**src/rtl/debounce_pkg.sv**
```systemverilog
// rtl/debounce_pkg.sv - shared state encoding and parameter legality for the input debouncer
package debounce_pkg;

  typedef enum logic [1:0] {
    STABLE_LO = 2'b00,
    ARM_HI    = 2'b01,
    STABLE_HI = 2'b11,
    ARM_LO    = 2'b10
  } db_state_e;

  localparam int MIN_SYNC_STAGES     = 2;
  localparam int MIN_DEBOUNCE_CYCLES = 2;

  function automatic bit params_legal(input int sync_stages, input int debounce_cycles);
    return (sync_stages >= MIN_SYNC_STAGES) && (debounce_cycles >= MIN_DEBOUNCE_CYCLES);
  endfunction

endpackage

```
**src/rtl/debounce_channel.sv**
```systemverilog
// rtl/debounce_channel.sv - one channel: synchroniser, stability counter, debounce FSM, edge pulses
module debounce_channel
  import debounce_pkg::*;
#(
  parameter int SYNC_STAGES     = 2,
  parameter int DEBOUNCE_CYCLES = 16
) (
  input  logic clk,
  input  logic rst_n,
  input  logic raw,
  output logic level,
  output logic rise,
  output logic fall
);

  localparam int CNT_W = $clog2(DEBOUNCE_CYCLES);
  localparam logic [CNT_W-1:0] CNT_LAST = CNT_W'(DEBOUNCE_CYCLES - 1);

  if (!params_legal(SYNC_STAGES, DEBOUNCE_CYCLES)) begin : g_bad_params
    $error("debounce_channel: SYNC_STAGES and DEBOUNCE_CYCLES must both be >= 2");
  end

  logic [SYNC_STAGES-1:0] sync_q;
  logic                   s;
  logic [CNT_W-1:0]       cnt;
  db_state_e              state;

  assign s = sync_q[SYNC_STAGES-1];

  always_ff @(posedge clk or negedge rst_n) begin
    if (!rst_n) begin
      sync_q <= '0;
    end else begin
      sync_q <= {sync_q[SYNC_STAGES-2:0], raw};
    end
  end

  // Any disagreement with the armed direction drops back to the stable state,
  // so a single bounce restarts the whole count.
  always_ff @(posedge clk or negedge rst_n) begin
    if (!rst_n) begin
      state <= STABLE_LO;
      cnt   <= '0;
      level <= 1'b0;
      rise  <= 1'b0;
      fall  <= 1'b0;
    end else begin
      rise <= 1'b0;
      fall <= 1'b0;
      case (state)
        STABLE_LO: begin
          if (s) begin
            state <= ARM_HI;
            cnt   <= '0;
          end
        end
        ARM_HI: begin
          if (!s) begin
            state <= STABLE_LO;
            cnt   <= '0;
          end else if (cnt == CNT_LAST) begin
            state <= STABLE_HI;
            cnt   <= '0;
            level <= 1'b1;
            rise  <= 1'b1;
          end else begin
            cnt <= cnt + 1'b1;
          end
        end
        STABLE_HI: begin
          if (!s) begin
            state <= ARM_LO;
            cnt   <= '0;
          end
        end
        ARM_LO: begin
          if (s) begin
            state <= STABLE_HI;
            cnt   <= '0;
          end else if (cnt == CNT_LAST) begin
            state <= STABLE_LO;
            cnt   <= '0;
            level <= 1'b0;
            fall  <= 1'b1;
          end else begin
            cnt <= cnt + 1'b1;
          end
        end
        default: begin
          state <= STABLE_LO;
          cnt   <= '0;
        end
      endcase
    end
  end

endmodule

```
**src/rtl/and_gate_input_debouncer.sv**
```systemverilog
// rtl/and_gate_input_debouncer.sv - two independent debounced channels feeding the AND gate A/B inputs
module and_gate_input_debouncer
  import debounce_pkg::*;
#(
  parameter int SYNC_STAGES     = 2,
  parameter int DEBOUNCE_CYCLES = 16
) (
  input  logic clk,
  input  logic rst_n,
  input  logic raw_a,
  input  logic raw_b,
  output logic A,
  output logic B,
  output logic a_rise,
  output logic a_fall,
  output logic b_rise,
  output logic b_fall
);

  debounce_channel #(
    .SYNC_STAGES    (SYNC_STAGES),
    .DEBOUNCE_CYCLES(DEBOUNCE_CYCLES)
  ) u_ch_a (
    .clk  (clk),
    .rst_n(rst_n),
    .raw  (raw_a),
    .level(A),
    .rise (a_rise),
    .fall (a_fall)
  );

  debounce_channel #(
    .SYNC_STAGES    (SYNC_STAGES),
    .DEBOUNCE_CYCLES(DEBOUNCE_CYCLES)
  ) u_ch_b (
    .clk  (clk),
    .rst_n(rst_n),
    .raw  (raw_b),
    .level(B),
    .rise (b_rise),
    .fall (b_fall)
  );

endmodule

```
**config.mk**
```make
export PLATFORM = sky130hd
export DESIGN_NAME = and_gate_input_debouncer
export DESIGN_NICKNAME = d
export VERILOG_FILES = /design/src/rtl/debounce_pkg.sv /design/src/rtl/debounce_channel.sv /design/src/rtl/and_gate_input_debouncer.sv
export SDC_FILE = /design/constraint.sdc
export NUM_CORES = 1
export LEC_CHECK = 0
export BUFFER_PORTS_ARGS = -buffer_cell sky130_fd_sc_hd__clkbuf_2
export CAP_MARGIN = 0
export CORE_UTILIZATION = 52
export CTS_CLUSTER_SIZE = 14
export DETAILED_ROUTE_END_ITERATION = 10
export HOLD_SLACK_MARGIN = 0.12
export PLACE_DENSITY_LB_ADDON = 0.2
export SYNTH_ARGS = -nofsm -noshare
export SYNTH_HDL_FRONTEND = slang
export SYNTH_SLANG_ARGS = --single-unit
```
**constraint.sdc**
```tcl
create_clock -name clk -period 2.59 [get_ports clk]
set_input_delay 0.1295 -clock clk [delete_from_list [all_inputs] [get_ports clk]]
set_output_delay 0.1295 -clock clk [all_outputs]
set_load 0.005 [all_outputs]
```
==> summary by stage, run 1 <==
Critical path
The cell class contributing the biggest share of worst-path delay is multiplexers. STA puts the critical path data required time at ~2.8 ns. The depth of the worst register-to-register path is 5. On the worst path, the slowest cell contributes a delay of roughly 0.39 ns. The largest fanout on the critical path is 7.

For this design, the slowest cell found on the critical path is dfrtp_1. The kind of launch point of the worst setup path is a flop. The critical path goes through inv_1 > ha_1 > mux2_4 > a21oi_1 > mux2_2. The critical path endpoint category is a flop. The arrival time of the worst setup path is between 1.5 and 2 ns.

The path length in cells of the critical path is 5. The critical path is of the flop to flop type. Together, buffers and inverters on the worst path number 1.

Global routing
The number of antenna violations at the first check in global routing was 0. The global-route wire length before repair is just under 4 mm. The via count of the first global-routing pass was 857. Global routing consumed, over all layers together, about a fifth of the routing resources.

Entering global routing, the biggest net connects 23 pins. The total global routing overflow is 0.

Run status
The run finished with clean final reports.

Timing
The headroom to the max-slew limit is between 60% and 70%. The time the worst path needs with I/O delays and setup is between 1.5 and 2 ns. The maximum frequency from static timing analysis is ~600 MHz. The worst hold slack is 0.333 ns. Setup repair after global routing left no endpoint under its margin. For the final routed database, the setup TNS stands at 0 ns. The worst clock skew on the final layout is roughly 0.00094 ns. After layout, the worst setup slack is ~0.9 ns. The final critical-path share of the clock period is between 60 and 70%. The hold violation count in the final report is 0. The number of pins with negative max-slew slack in the final report was 0. The transition time at the pin with the least slew margin is 0.522 ns. Setup violations remaining at the end of the flow were counted as 0.

Job
Max-cap violations in this run came to 0.

Layout
The number of nets in the layout is 147. The layout cell share with drive strength beyond 1 is about 16%. The number of antenna diodes in the final layout is 0. The area of combinational cells with multiple inputs is between 600 and 700 um^2.

The filler cell count in the final layout is between 150 and 200. Compared with the post-synthesis result, the final layout area differs by 8.24%. The flip-flop and latch area is approximately 550 um^2.

Synth
The number of instances in the synthesized netlist is approximately 120. For this run, the leading register cell type out of synthesis is dfrtp_1. Of all flip-flops after synthesis, the portion carrying an async set or reset was 100%. Counting every net in the synthesized netlist gives between 100 and 150. The average cell area after synthesis is a little over 10 um^2. After synthesis the cells add up to approximately 1200 um^2.

The biggest area consumer among synthesized cells is dfrtp_1. Yosys printed 0 warnings. Of the post-synthesis cell area, the dominant cell type holds ~45%. The portion of the post-synthesis area used by sequential elements is between 40 and 50%. Synthesis inferred 22 register bits.

Yosys mapped the design onto 30 distinct sky130hd cell types. By area the synthesized netlist is led by dfrtp_1 45%, ha_1 11%, mux2_2 4.6%. Counting flops with a built-in enable in the synthesized netlist gives 0.

Floorplanning
The floorplan row count is 17. The die width is 50.6 um. The count of pins on the block boundary is 10. Once the floorplan was initialized, standard cells occupied a little under three fifths of the core. The total die area is 2560 um^2.

Measured along the y axis, the die boundary spans slightly above 50 um. The placeable core region is around 2200 um^2.

CTS
The number of clock buffers inserted by TritonCTS is 3. The clock slew seen by the registers of the worst setup and hold paths is about 0.1 ns. Clock latency on the worst-skew pair, taken at its later pin, is 0.29 ns. The depth of the CTS H-tree is 1.

The count of clock tree sinks is 22. TritonCTS built the clock tree. After clock tree synthesis, the repair step resized 0 gates. The maximum buffer depth of the clock tree is 2.

The cell at the root of the clock tree is clkbuf_4.

Power and ir drop
The static leakage is roughly 0.62 nW. The total power draw is approximately 0.0012 W. The worst-case IR drop observed on VDD is around 0.61 mV.

Power spread over the standard cell area amounts to approximately 900 nW/um^2.

Placed design
The placer's final routability congestion estimate is roughly 0.84. The number of buffers added on ports is 9. The post-detailed-placement half-perimeter wirelength is around 1.6 mm.

Prior to clock tree synthesis, the placed netlist has a worst setup slack of 0.915 ns.

Min path
In this run the worst hold path is classified as primary input to asynchronous set/reset pin.

Drt
After detailed routing, the number of remaining DRC violations is 0. The detailed router finished its first iteration with 8 violations. The first detailed-routing pass ran for 4 iterations.

The detail route stage leaves a number of antenna-violating nets equal to 0. The via total after detailed routing is 904. The average via count per standard cell is ~5.7. The routed wire length is ~2.1 mm. Dividing the detail-routed wire length by the instance count gives between 10 and 15 um.
==> final cells by class <==
class / instances / share of cell area (%)
inverter: 12 / 3.38
tap: 28 / 2.63
clock buffer: 3 / 1.69
multi-input combinational: 81 / 45.3
sequential: 22 / 41.4
timing repair buffer: 12 / 5.64
==> Yosys cell counts (3+ instances only) <==
cell	count
a21oi_1	7
dfrtp_1	22
ha_1	11
inv_1	12
mux2_2	5
nand2_1	11
nand3_1	6
nand4_1	5
nor2_1	4
o21ai_0	5
o22ai_1	3
==> flip-flops by register name, indices dropped and copies added (netlist names), 2 cells and up <==
signal         flops
u_ch_b.sync_q      2
u_ch_a.sync_q      2
u_ch_b.cnt         4
u_ch_a.cnt         4
u_ch_a.state       2
u_ch_b.state       2
==> stage by stage <==
stage | util (%) | instance area (um^2) | cells
after global routing | 60.2 | 1330 | 158
final | 60.2 | 1330 | 158
after floorplan | - | 1230 | 119
after CTS | 60.2 | 1330 | 158
after detailed placement | 57.8 | 1280 | 152
after global placement | 57.8 | 1280 | 152
==> worst reg2reg max path: stages (launching register included) <==
cell and delay, ns:
dfrtp_1 0.39, inv_1 0.10, ha_1 0.26, mux2_4 0.33
a21oi_1 0.16, mux2_2 0.34
==> where the power goes <==
| group | internal, W | switching (W) |
|---|---|---|
| clock | 0.0000541 | 0.0000867 |
| sequential | 0.000397 | 0.0000498 |
| combinational | 0.000265 | 0.000334 |
==> routing by layer <==
layer / track usage [%] / vias to the layer above / part of all wire, %
met5: 0 / - / 0
met4: 8.33 / 0 / 0.75
met3: 2.73 / 2 / 2.1
met2: 33.6 / 24 / 48
met1: 25.9 / 426 / 49
li1: - / 452 / -
==> cells in the final DEF, fill, tap and decap left out <==
cell and instances:
dfrtp_1 22, inv_1 12, nand2_1 11, ha_1 11, clkbuf_2 9, a21oi_1 7
nand3_1 6, nand4_1 5, mux2_2 5, o21ai_0 5, nor2_1 4, o22ai_1 3
clkbuf_4 3, dlygate4sd3_1 3, nor3b_1 2, mux2_4 2, o2111ai_1 2, mux2i_1 2
and4b_1 2, and2_4 2, o32ai_1 2, a31oi_1 2, nor3_1 1, a211oi_1 1
nand3b_1 1, nand2b_1 1, o2bb2a_1 1, a221oi_1 1, o41ai_1 1, a2bb2oi_1 1
==> worst paths after layout <==
kind / startpoint / end / slack [ns]
setup / recovery: u_ch_a.state[0]$_DFFE_PN0P_ / u_ch_a.state[1]$_DFFE_PN0P_ / 0.90
hold / removal: rst_n / u_ch_b.cnt[1]$_DFFE_PN0P_ / 0.33
setup reg to reg: u_ch_a.state[0]$_DFFE_PN0P_ / u_ch_a.state[1]$_DFFE_PN0P_ / 0.90
hold reg to reg: u_ch_b.sync_q[0]$_DFF_PN0_ / u_ch_b.sync_q[1]$_DFF_PN0_ / 0.36
max in group asynchronous: rst_n / u_ch_a.state[1]$_DFFE_PN0P_ / 1.91
min in group clk: u_ch_b.sync_q[0]$_DFF_PN0_ / u_ch_b.sync_q[1]$_DFF_PN0_ / 0.36
==> repair_timing <==
action	CTS	global route
endpoints found under the setup margin	0	0
hold buffers	3	0
setup buffers	0	0
endpoints found under the hold margin	24	0
==> kinds of logic (layout without fill, tap and decap cells) <==
logic type               Yosys count  in the layout  synth area share [%]
AO/OA/AOI/OAI                     26             26                  13.8
adder cells (fa/ha/maj)           11             11                  11.2
buffers and inverters             16             27                  6.20
flip-flops                        22             22                  44.8
multiplexers                       9              9                  8.65
AND/OR/NAND/NOR                   35             35                  15.4
Note: power is estimated with default switching activity, not from simulation.
==> run 2, diff against run 1 <==
==> constraint.sdc (replaced) <==
create_clock -name clk -period 1.5 [get_ports clk]
set_input_delay 0.075 -clock clk [delete_from_list [all_inputs] [get_ports clk]]
set_output_delay 0.075 -clock clk [all_outputs]
set_load 0.005 [all_outputs]
==> summary by stage, run 2 (synthesis gave the netlist of run 1 again) <==
Layout
The post-route netlist has 48.1% of its cells at a drive strength greater than 1. The area growth from synthesis to layout is 44.7%. The repair_antennas step left the layout with diodes totalling 0.

For this run, the post-layout net count is around 170. The largest registers in the layout are u_ch_a.cnt x4, u_ch_b.cnt x4. Leaving out fill and tap cells, the most frequent cells in the layout are 20 x buf_4, 20 x dfrtp_1, 11 x nand2_1. The final cell count without fillers is 182.

Run status
The run finished, with violations left. The checks that failed: setup timing.

Floorplanning
The die width is just over 50 um. The count of pins on the block boundary is 10. The total die area is 2560 um^2. The vertical die dimension is 50.6 um. Row generation in the floorplan step produced 17 rows. The starting density of the core is a little under three fifths.

After floorplanning, the core was sized to cover around 2200 um^2.

CTS
In this run the deepest clock path goes through 2 buffers. TritonCTS created 3 clock buffers. The later-pin clock latency in the skew report is 0.31 ns.

The count of clock tree sinks is 22. After clock tree synthesis, the clock-pin slew on the worst setup and hold paths is approximately 0.11 ns. The CTS tree is yes. CTS placed an instance of clkbuf_4 at the clock tree root.

CTS built an H-tree with a depth of 1.

Timing
The transition time at the pin with the least slew margin is between 0.5 and 0.6 ns. Setup repair after global routing could not meet its margin everywhere. For the finished layout, the period the worst path requires is 1.58 ns. On the final layout, the worst hold slack is between 0.2 and 0.3 ns. The clock arrives with a little over 0.005 ns of skew.

The hold violation count in the final report came to 0. The number of setup violations in the final report is 6. In the post-route analysis, the smallest setup slack over all paths is -0.0780 ns. The maximum frequency from static timing analysis is 634 MHz.

The number of pins with negative max-slew slack in the final report is 0. After layout, the worst path uses 105% of the clock period. Adding up every negative setup slack in the final design gives -0.278 ns. Measured against its own limit, the worst slew margin works out to about 65%.

Global routing
The global-route wire length before repair is 4.64 mm. The via count of the first global-routing pass was 1043. Across every metal layer, demand over resource in global routing totals between 20% and 30%. The largest net degree at the start of global routing is 23. The number of antenna violations at the first check in global routing is 0. The total global routing overflow is 0.

Critical path
The worst register-to-register path begins at u_ch_a.state[0]$_DFFE_PN0P_. For this design, the slowest cell found on the critical path is dfrtp_1. The delay of the slowest cell on the worst path is about 0.46 ns. The critical path data required time is about 1.7 ns. The worst setup path is launched from a flop. The critical path endpoint category is a flop. The depth of the worst register-to-register path is 5. The largest fanout on the critical path is 3. The critical path goes through inv_2 > ha_4 > mux2_4 > a21oi_4 > mux2_4. The classification of the worst setup path is flop to flop. For flop-to-flop paths, the worst setup slack is -0.08 ns. Among the stages of the critical path, the cell type that occurs most often is mux2_4. The critical register-to-register path endpoint is u_ch_a.state[1]$_DFFE_PN0P_. The arrival time of the worst setup path is between 1.5 and 2 ns.

Drt
Detailed routing inserted a total of between 1000 and 1500 vias. The first detailed-routing pass ran for 4 iterations. Using the TritonRoute via totals, the vias-per-cell ratio works out to 5.85. In this run the remaining antenna-violating nets after routing total 0. The starting DRC count in detailed routing is 24.

For this block, the routed nets add up to approximately 3.1 mm of wire. The remaining routing DRC violations is 0. The average wire length per cell after detail routing is about 17 um.

Power and ir drop
Power spread over the standard cell area amounts to about 1800 nW/um^2. The worst IR drop on VDD is ~1.4 mV. In this run the static leakage power is between 0.7 and 0.8 nW.

Min path
The tightest min-delay check is of the primary input to asynchronous set/reset pin type.

Job
Across the run, the number of max-cap violations was 0.

Placed design
Port buffering added 9 buffers. Routability-driven placement finished with a final weighted congestion of 0.815. The post-detailed-placement half-perimeter wirelength is just under 2 mm. The cell total after placement is approximately 170.
[run 2: timing repair]
action                                  CTS  global route
hold buffers                              3             0
endpoints found under the setup margin    8            12
gates cloned                              0             0
gates resized for setup                  20            24
endpoints found under the hold margin    24             0
setup buffers                             1             1
pin swaps                                 6             5
[run 2: worst max-delay path by stage]
stage | start | end | slack, ns | depth (start not counted)
3_3_place_gp | u_ch_b.state[1]$_DFFE_PN0P_ | u_ch_b.state[1]$_DFFE_PN0P_ | -0.01 | 5
6_report | u_ch_a.state[0]$_DFFE_PN0P_ | u_ch_a.state[1]$_DFFE_PN0P_ | -0.08 | 5
4_1_cts | u_ch_a.state[0]$_DFFE_PN0P_ | u_ch_a.state[1]$_DFFE_PN0P_ | -0.05 | 5
3_5_place_dp | u_ch_b.state[0]$_DFFE_PN0P_ | u_ch_b.state[1]$_DFFE_PN0P_ | -0.09 | 5
5_1_grt | u_ch_a.state[0]$_DFFE_PN0P_ | u_ch_a.state[1]$_DFFE_PN0P_ | -0.12 | 5
2_1_floorplan | u_ch_a.state[0]$_DFFE_PN0P_ | u_ch_a.state[1]$_DFFE_PN0P_ | -0.04 | 5
[run 2: area by class of cell]
cell class	count	area, um^2
clock buffers	3	22.5
multi-input cells	81	853
inverters	12	45.0
flip-flops and latches	22	553
repair buffers	36	270
fillers	129	433
well taps	28	35.0
[run 2: critical path, delay by kind of cell (launching register included)]
family / cells / cell delay, ns
adder cells (fa/ha/maj): 1 / 0.17
flip-flops: 1 / 0.46
AO/OA/AOI/OAI: 1 / 0.13
buffers and inverters: 1 / 0.11
multiplexers: 2 / 0.61
[run 2: where the power goes]
part / switching [W] / internal [W] / total, W
Combinational: 0.000998 / 0.00108 / 0.00208
Sequential: 0.000121 / 0.000690 / 0.000811
Clock: 0.000171 / 0.0000940 / 0.000265
[run 2: routing by layer]
layer / track usage, % / wire length [um] / share of wire, % / up-vias
met5: 0 / 0 / 0 / -
met4: 9.26 / 46 / 1.5 / 0
met3: 3.03 / 60 / 2.0 / 5
met2: 42.9 / 1620 / 53 / 21
met1: 30.2 / 1330 / 43 / 534
li1: - / - / - / 505
[run 2: metrics by stage]
stage                     setup slack [ns]  power (W)  utilization (%)  instance area (um^2)
final                              -0.0780    0.00316             80.4                  1780
after global routing                -0.116    0.00335             80.4                  1780
after CTS                          -0.0543    0.00278             73.5                  1630
after detailed placement           -0.0910    0.00220             66.3                  1470
after global placement             -0.0114    0.00211             66.3                  1470
after floorplan                    -0.0379    0.00164                -                  1250
==> run 3, diff against run 2 <==
--- a/config.mk
+++ b/config.mk
@@ -12,6 +12,7 @@
 export DETAILED_ROUTE_END_ITERATION = 10
 export HOLD_SLACK_MARGIN = 0.12
 export PLACE_DENSITY_LB_ADDON = 0.2
+export SKIP_CTS_REPAIR_TIMING = 1
 export SYNTH_ARGS = -nofsm -noshare
 export SYNTH_HDL_FRONTEND = slang
 export SYNTH_SLANG_ARGS = --single-unit
==> summary by stage, run 3 (synthesis gave the netlist of run 1 again) <==
Power and ir drop
The design draws between 0.002 and 0.003 W. The proportion of power drawn by the clock network is a little under a tenth. The net switching fraction of the power is 40.0%. Power spread over the standard cell area amounts to around 1700 nW/um^2. Cell internal power was estimated by the tool at 0.00172 W. Summed over all cells, the static leakage comes to 0.756 nW. The worst IR drop on VDD is approximately 1.5 mV. The power spent charging and discharging nets is about 0.0011 W. Combinational cells account for 63.7% of the total power. Of the total power, registers draw ~27%.

Drt
The via total after detailed routing is 1036. The first detailed-routing pass took 4 iterations. Once detail routing completed, the nets flagged for antenna violations numbered 0. The average wire length per cell after detail routing is 15.3 um. After detailed routing, the number of remaining DRC violations is 0. Dividing the detail-routed via count by the number of cells gives roughly 5.7. The starting DRC count in detailed routing is 21. The routed design has 2.79 mm of wire.

Floorplanning
From left edge to right edge, the die measures about 51 um. The starting density of the core is 55.6%. The vertical die dimension is 50.6 um. The floorplan row count is 17.

The count of pins on the block boundary is 10. The total area inside the core boundary comes to around 2200 um^2. The total die area is between 2000 and 3000 um^2.

CTS
CTS saw 22 sinks. The later-pin clock latency in the skew report is about 0.30 ns. The depth of the CTS H-tree is 1. The cell at the root of the clock tree is clkbuf_4. Clock-pin slew was measured on the worst setup and hold paths at 0.11 ns. The CTS tree is yes.

The maximum buffer depth of the clock tree is 2. The number of clock buffers inserted by TritonCTS is 3.

Critical path
By startpoint and endpoint, the worst setup path is classified as flop to flop. The critical path data required time is 1.70 ns. For the worst flop-to-flop path, the logic depth is 5. STA classifies the critical path startpoint as a flop. The critical register-to-register path startpoint is u_ch_b.state[1]$_DFFE_PN0P_. The largest fanout on the critical path is 4.

At the worst endpoint, the arrival time is approximately 1.8 ns. The most critical setup path has its startpoint at u_ch_b.state[1]$_DFFE_PN0P_. STA classifies the critical path endpoint as a flop.

Global routing
The number of antenna violations at the first check in global routing is 0. The via count of the first global-routing pass came to 1004. The largest net degree at the start of global routing is 23. The total global routing overflow is 0. Global routing used about 22% of the available tracks across all layers. The global-route wire length before repair is 4.28 mm.

Timing
The number of pins with negative max-slew slack in the final report came to 0. The clock arrives with approximately 0.0011 ns of skew. The time the worst path needs with I/O delays and setup is approximately 1.6 ns. After layout, the worst path uses 106% of the clock period.

Setup repair after global routing could not meet its margin everywhere. The transition time at the pin with the least slew margin is just over 0.5 ns. The hold violation count in the final report was 0.

For this run, the top clock speed supported by timing is roughly 630 MHz. Once routing completed, OpenROAD measured the worst setup slack at -0.0929 ns. Setup violations remaining at the end of the flow were counted as 4. Headroom to the max-slew limit came out at 65.4%. The tightest hold path in the finished design has a slack of ~0.25 ns.

Layout
The most frequent standard cell in the layout excluding fill and tap cells is buf_4. The number of antenna diodes in the final layout is 0. The top cell types in the final layout, fill and taps aside, are 24 x buf_4, 21 x dfrtp_1, 10 x nand2_1.

At the end of the flow, the number of nets in the layout was 171. In the final layout, the registers with the most flip-flops are u_ch_a.cnt x4, u_ch_b.cnt x4. The layout cell share with drive strength beyond 1 is between 40% and 50%. Compared with the post-synthesis result, the final layout area differs by 35.9%.

Run status
The checks that failed: setup timing. The run finished, with violations left.

Job
The number of violations of the max-capacitance limit is 0.

Placed design
After legalization and detailed placement, the total HPWL measured 1.94 mm. The number of buffers added on ports is 9. At the end of routability-driven placement, the weighted congestion stood at between 0.8 and 0.9.

Min path
The kind of path behind the tightest hold check is primary input to asynchronous set/reset pin.
## run 3: cell counts in the layout (fill, tap and decap cells not counted)
Identical to the previous run, type by type.
## run 3: routing by layer
metal / routed length (um) / up-vias / GRT usage, %
met2: 1440 / 23 / 40.2
met5: 0 / - / 0
met4: 48 / 0 / 9.72
met3: 69 / 7 / 2.12
met1: 1230 / 507 / 26.2
li1: - / 499 / -
## run 3: path summary, 6_finish.rpt
kind	slack (ns)	end
min	0.25	u_ch_a.fall$_DFF_PN0_
min reg2reg	0.36	u_ch_b.sync_q[1]$_DFF_PN0_
min in group clk	0.36	u_ch_b.sync_q[1]$_DFF_PN0_
max reg2reg	-0.09	u_ch_b.state[0]$_DFFE_PN0P_
max in group asynchronous	0.87	u_ch_a.state[1]$_DFFE_PN0P_
max	-0.09	u_ch_b.state[0]$_DFFE_PN0P_
## run 3: power groups by stage
| stage | Combinational [W] | Sequential, W | Clock [W] |
|---|---|---|---|
| 6_report | 0.00183 | 0.000781 | 0.000260 |
| 4_1_cts | 0.00144 | 0.000764 | 0.000270 |
| 3_5_place_dp | 0.00143 | 0.000779 | 0 |
| 5_1_grt | 0.00198 | 0.000792 | 0.000289 |
| 3_3_place_gp | 0.00134 | 0.000767 | 0 |
| 2_1_floorplan | 0.000878 | 0.000762 | 0 |
## run 3: cell type report
cell class / instances / area, um^2
sequential: 22 / 552
clock buffer: 3 / 22.5
timing repair buffer: 36 / 255
multi-input combinational: 81 / 762
inverter: 12 / 45.0
tap: 28 / 35.0
fill: 143 / 541
## run 3: critical path: stages (launching register included)
cell	delay, ns
dfrtp_1	0.42
buf_4	0.15
ha_4	0.15
mux2_4	0.30
a21oi_4	0.16
mux2_4	0.31
## run 3: through the flow
stage	area (um^2)	setup TNS (ns)	setup WS, ns	utilization (%)	std cells
5_1_grt	1670	-0.530	-0.120	75.6	182
2_1_floorplan	1250	-0.0379	-0.0379	-	119
3_5_place_dp	1470	-0.371	-0.0910	66.3	174
4_1_cts	1490	-0.464	-0.105	67.3	177
6_report	1670	-0.249	-0.0929	75.6	182
3_3_place_gp	1470	-0.0136	-0.0114	66.3	174
